==> config.mk <==
export PLATFORM = sky130hd
export DESIGN_NAME = count_seq
export DESIGN_NICKNAME = d
export VERILOG_FILES = /design/src/rtl/count_seq.sv
export SDC_FILE = /design/constraint.sdc
export NUM_CORES = 1
export LEC_CHECK = 0
export BUFFER_PORTS_ARGS = -buffer_cell sky130_fd_sc_hd__buf_2
export CAP_MARGIN = 40
export CORE_MARGIN = 1.5
export CORE_UTILIZATION = 53
export DETAILED_ROUTE_END_ITERATION = 6
export HOLD_SLACK_MARGIN = 0.12
export PLACE_DENSITY = 0.79
export SLEW_MARGIN = 10
export SYNTH_ARGS = -nofsm -noshare
export SYNTH_HDL_FRONTEND = slang
export SYNTH_SLANG_ARGS = --single-unit
==> constraint.sdc <==
create_clock -name clk -period 2.4 [get_ports clk]
set_input_delay 0.24 -clock clk [delete_from_list [all_inputs] [get_ports clk]]
set_output_delay 0.24 -clock clk [all_outputs]
set_load 0.03 [all_outputs]
==> src/rtl/count_seq.sv <==
// count_seq: clear/advance sequencer for the 6-bit card column position counter.
// Optional feature: define COUNT_SEQ_HOLD_EN to add the i_hold pacing freeze input.
module count_seq #(
    parameter int PACE_W = 4
) (
    input  logic              clk,
    input  logic              rst,
    input  logic              i_start,
    input  logic              i_stop,
    input  logic [5:0]        i_limit,
    input  logic [PACE_W-1:0] i_pace,
`ifdef COUNT_SEQ_HOLD_EN
    input  logic              i_hold,
`endif
    output logic              o_clear,
    output logic              o_advance,
    output logic [5:0]        o_pos,
    output logic              o_busy,
    output logic              o_done
);

    typedef enum logic [1:0] {
        ST_IDLE  = 2'd0,
        ST_CLEAR = 2'd1,
        ST_RUN   = 2'd2
    } state_t;

    localparam logic [PACE_W-1:0] PACE_ZERO = {PACE_W{1'b0}};
    localparam logic [PACE_W-1:0] PACE_ONE  = {{(PACE_W-1){1'b0}}, 1'b1};

    state_t            state_r;
    state_t            state_nxt_s;
    logic [5:0]        limit_r;
    logic [5:0]        limit_nxt_s;
    logic [PACE_W-1:0] pace_r;
    logic [PACE_W-1:0] pace_nxt_s;
    logic [PACE_W-1:0] pace_cnt_r;
    logic [PACE_W-1:0] pace_cnt_nxt_s;
    logic [5:0]        pos_r;
    logic [5:0]        pos_nxt_s;
    logic              clear_r;
    logic              clear_nxt_s;
    logic              advance_r;
    logic              advance_nxt_s;
    logic              done_r;
    logic              done_nxt_s;
    logic              busy_r;
    logic              busy_nxt_s;
    logic              hold_s;
    logic              fire_s;
    logic              at_limit_s;

`ifdef COUNT_SEQ_HOLD_EN
    assign hold_s = i_hold;
`else
    assign hold_s = 1'b0;
`endif

    // A fire is the pacing slot in RUN where the next advance (or completion) happens.
    assign fire_s     = (state_r == ST_RUN) && !i_stop && !hold_s && (pace_cnt_r == PACE_ZERO);
    assign at_limit_s = (pos_r == limit_r);

    // State, datapath and registered-output update.
    always_ff @(posedge clk) begin
        if (rst) begin
            state_r    <= ST_IDLE;
            limit_r    <= 6'd0;
            pace_r     <= PACE_ZERO;
            pace_cnt_r <= PACE_ZERO;
            pos_r      <= 6'd0;
            clear_r    <= 1'b0;
            advance_r  <= 1'b0;
            done_r     <= 1'b0;
            busy_r     <= 1'b0;
        end else begin
            state_r    <= state_nxt_s;
            limit_r    <= limit_nxt_s;
            pace_r     <= pace_nxt_s;
            pace_cnt_r <= pace_cnt_nxt_s;
            pos_r      <= pos_nxt_s;
            clear_r    <= clear_nxt_s;
            advance_r  <= advance_nxt_s;
            done_r     <= done_nxt_s;
            busy_r     <= busy_nxt_s;
        end
    end

    // Next-state decode; stop always wins over start and over a fire.
    always_comb begin
        state_nxt_s = state_r;
        case (state_r)
            ST_IDLE: begin
                if (i_start && !i_stop) begin
                    state_nxt_s = ST_CLEAR;
                end else begin
                    state_nxt_s = ST_IDLE;
                end
            end
            ST_CLEAR: begin
                if (i_stop) begin
                    state_nxt_s = ST_IDLE;
                end else begin
                    state_nxt_s = ST_RUN;
                end
            end
            ST_RUN: begin
                if (i_stop) begin
                    state_nxt_s = ST_IDLE;
                end else if (fire_s && at_limit_s) begin
                    state_nxt_s = ST_IDLE;
                end else begin
                    state_nxt_s = ST_RUN;
                end
            end
            default: begin
                state_nxt_s = ST_IDLE;
            end
        endcase
    end

    // Next values of the datapath and the output pulses.
    always_comb begin
        limit_nxt_s    = limit_r;
        pace_nxt_s     = pace_r;
        pace_cnt_nxt_s = pace_cnt_r;
        pos_nxt_s      = pos_r;
        clear_nxt_s    = 1'b0;
        advance_nxt_s  = 1'b0;
        done_nxt_s     = 1'b0;
        case (state_r)
            ST_IDLE: begin
                if (i_start && !i_stop) begin
                    limit_nxt_s = i_limit;
                    pace_nxt_s  = i_pace;
                    clear_nxt_s = 1'b1;
                end else begin
                    clear_nxt_s = 1'b0;
                end
            end
            ST_CLEAR: begin
                if (!i_stop) begin
                    pos_nxt_s      = 6'd0;
                    pace_cnt_nxt_s = pace_r;
                end else begin
                    pos_nxt_s = pos_r;
                end
            end
            ST_RUN: begin
                if (i_stop || hold_s) begin
                    pace_cnt_nxt_s = pace_cnt_r;
                end else if (pace_cnt_r != PACE_ZERO) begin
                    pace_cnt_nxt_s = pace_cnt_r - PACE_ONE;
                end else if (at_limit_s) begin
                    done_nxt_s = 1'b1;
                end else begin
                    advance_nxt_s  = 1'b1;
                    pos_nxt_s      = pos_r + 6'd1;
                    pace_cnt_nxt_s = pace_r;
                end
            end
            default: begin
                pos_nxt_s = pos_r;
            end
        endcase
        busy_nxt_s = (state_nxt_s == ST_CLEAR) || (state_nxt_s == ST_RUN);
    end

    assign o_clear   = clear_r;
    assign o_advance = advance_r;
    assign o_pos     = pos_r;
    assign o_busy    = busy_r;
    assign o_done    = done_r;

endmodule

==> summary.txt <==
Route
  – Initial DRT Pass Iterations: 4
  – Antenna-violating nets left: 0
  – Average wire per standard cell: roughly 13 µm
  – WL final: ~2700 µm
  – Via count: roughly 1,200
  – DRC: 0
  – DR iter-0 viols: 35
  – DR vias/cell: about 5.7

GRT
  – Largest net degree at the start of global routing: 23
  – Initial antenna violation count: 0
  – Global-route wire length before repair: between 4000 and 5000 µm
  – GRT Total Usage: a little under a quarter
  – Vias in the first global route: 1,108
  – Global route overflow: 0

STA
  – Final Max Tran Viols: 0
  – RSZ-0062 raised after global routing: no
  – Worst Tran Pin Value: about 0.73 ns
  – Setup_tns: 0 ns
  – Max-slew headroom: between 50% and 60%
  – Final setup margin: approximately 0.33 ns
  – Clk_skew: 0.0104 ns
  – Final setup vio count: 0
  – Max Freq: ~480 MHz
  – Crit share post-route: a little under nine tenths
  – Post-route minimum period: 2.07 ns
  – Final Hold Fails: 0

Power and ir drop
  – Cell Int Power: 0.647 mW
  – Pwr/cell area: about 580 mW/mm²
  – Reg power frac: a little over half
  – Worst VDD drop: between 0.0004 and 0.0005 V
  – Leakage: 0.578 nW
  – Sw frac: between 20% and 30%
  – Sw Pwr: roughly 0.2 mW
  – Comb pwr share: between 10% and 20%
  – Clk pwr share: a little over a third

Final layout
  – Share of layout cells above drive strength 1: 18.1%
  – Area Growth Syn to Fin: 14.3%
  – Fill count: around 210
  – Nets: ~200
  – Final Util: around two thirds
  – N_diodes: 0
  – Fin cells: roughly 200

Place
  – Gp weighted congestion: roughly 0.85
  – Port bufs: 23
  – DP Wirelength: approximately 2000 µm
  – DP Worst Slack: 0.363 ns
  – Placed Cells: between 200 and 250

Synth
  – Area share of the largest cell type after synthesis: 40.7%
  – Post-synth top cells: dfxtp_1, nand2_1, a21oi_1
  – Cell taking the most area after synthesis: dfxtp_1
  – Yosys reg bits: 26
  – Synth warn: 0
  – Most used DFF post-synth: dfxtp_1
  – Netlist cell types: 34
  – Synthesized Nets: 175
  – Synth Instances: around 160
  – Number of synthesized flops with an enable pin: 0
  – Post-synthesis cell area: 0.00128 mm²
  – Syn Area/Cell: roughly 8.2 µm²
  – Asr flop ratio synth: 0%
  – Seq/Total Area, Yosys: 40.7%
  – Synth top area cells: dfxtp_1, a21oi_1, nand2_1

Worst setup path
  – Critical Path Fanout Max: 14
  – CP dominant cell by count: a21oi_1
  – Required @ worst endpoint: approximately 2.7 ns
  – Startpoint Class: register
  – CP arrival: 2.33 ns
  – Worst path max stage delay: 0.43 ns
  – Nature of the critical path endpoint: register
  – Ordered cell list for the critical path: inv_1 -> ha_1 -> nand4bb_1 -> a21oi_1 -> o21ai_4 -> or3_1 -> a21oi_1
  – R2R cell count: 7
  – CP max-delay cell: ha_1
  – Setup CP Type: register to register

Worst hold path
  – WHS Path Cells: 3
  – Min-delay worst type: input port to register

Floorplan
  – Core ar.: between 0.002 and 0.0025 mm²
  – I/O Pins: 24
  – Die ar.: about 0.0027 mm²
  – Initial Util: a little under three fifths
  – Die Y: 52.1 µm
  – FP Rows: 17
  – Die Wd: ~52 µm

Clocking
  – CTS tree: yes
  – CTS Root Cell: clkbuf_4
  – Hold Buf Count CTS: 0
  – Clk sinks: 26
  – Num CTS Buffers: 3
  – CTS resizes: 0
  – Clock Path Buffers: 2
  – Worst skew pair latency: roughly 0.32 ns
  – H-tree depth: 1
  – Clk slew on worst S/H paths: 0.15 ns
  – Post-CTS setup buffer count: 0

Flow run
  – Max Cap Violations: 0

Run status
  – Status: finished clean
per-layer routing:
layer	vias up	global-route usage, %	part of all wire (%)
met2	38	40.3	49
li1	584	-	-
met5	-	0	0
met4	0	5.70	0.51
met1	541	28.5	44
met3	2	3.74	6.4
power by group through the flow:
stage	registers, mW	logic [mW]	clock network (mW)
after CTS	0.453	0.0917	0.308
after floorplan	0.465	0.0601	0
after global placement	0.462	0.0882	0
after global routing	0.455	0.102	0.326
after detailed placement	0.463	0.0912	0
final	0.453	0.0921	0.299
final cells by class:
type                            count  area [µm²]  share of cell area [%]
Clock buffer                        3        22.5                    1.54
Clock inverter                      1        30.0                    2.06
Inverter                            5        18.8                    1.29
Multi-Input combinational cell    119         718                    49.2
Sequential cell                    26         520                    35.6
Tap cell                           28        35.0                    2.40
Timing Repair Buffer               23         115                    7.88
per-stage QoR:
stage               hold WS, ns  instance area [µm²]  power, mW
global route              0.132                 1460      0.884
CTS                       0.130                 1460      0.853
detailed placement        0.464                 1410      0.554
floorplan                 0.376                 1280      0.525
finish                    0.137                 1460      0.845
global placement          0.460                 1410      0.550
cells in the final DEF (no fill, tap or decap):
cell type / synthesis / layout
a21oi_1: 20 / 20
or3b_1: 1 / 1
or2_2: 1 / 1
dfxtp_1: 26 / 26
xnor2_1: 5 / 5
xor2_1: 3 / 3
inv_1: 5 / 5
buf_2: 1 / 23
nand4bb_1: 1 / 1
o21bai_1: 1 / 1
nand3b_1: 1 / 1
nor2_1: 14 / 14
nand4_1: 1 / 1
o21ai_0: 6 / 6
a31oi_1: 4 / 4
xor2_2: 1 / 1
or3_1: 5 / 5
o21ai_4: 1 / 1
mux2_1: 1 / 1
nand2b_1: 2 / 2
clkbuf_4: 0 / 3
nor3_1: 4 / 4
bufinv_16: 0 / 1
ha_1: 6 / 6
or4_1: 1 / 1
o211ai_1: 1 / 1
a21oi_2: 1 / 1
or3b_4: 1 / 1
a2111oi_1: 1 / 1
mux2i_1: 1 / 1
and4_1: 2 / 2
nor4_1: 2 / 2
nand2_1: 26 / 26
nand3_1: 4 / 4
o31ai_1: 1 / 1
state kept, by name, indices dropped and copies added (netlist names):
register	cells
o_busy	1
pace_cnt_r	4
state_r	2
o_clear	1
o_done	1
limit_r	6
pace_r	4
o_pos	6
o_advance	1
cell families after synthesis:
group / Yosys count / share of synthesized area, %
compound gates: 36 / 16.7
xor+xnor: 9 / 6.76
fa+ha+maj: 6 / 5.88
buf+inv: 10 / 3.04
flops: 26 / 40.7
mux: 2 / 1.67
simple gates: 66 / 25.3
path summary, 6_finish.rpt:
kind / from / to / slack, ns
max reg2reg: state_r[0] / o_pos[5] / 0.33
min: i_pace[1] / pace_r[1] / 0.14
max: state_r[0] / o_pos[5] / 0.33
min reg2reg: limit_r[2] / limit_r[2] / 0.48
critical path: cells and delay by family (launching register included):
kind / cells / cell delay [ns]
flops: 1 / 0.36
simple gates: 2 / 0.56
compound gates: 3 / 0.57
buf+inv: 1 / 0.08
fa+ha+maj: 1 / 0.43
(Power assumes the default switching activity.)
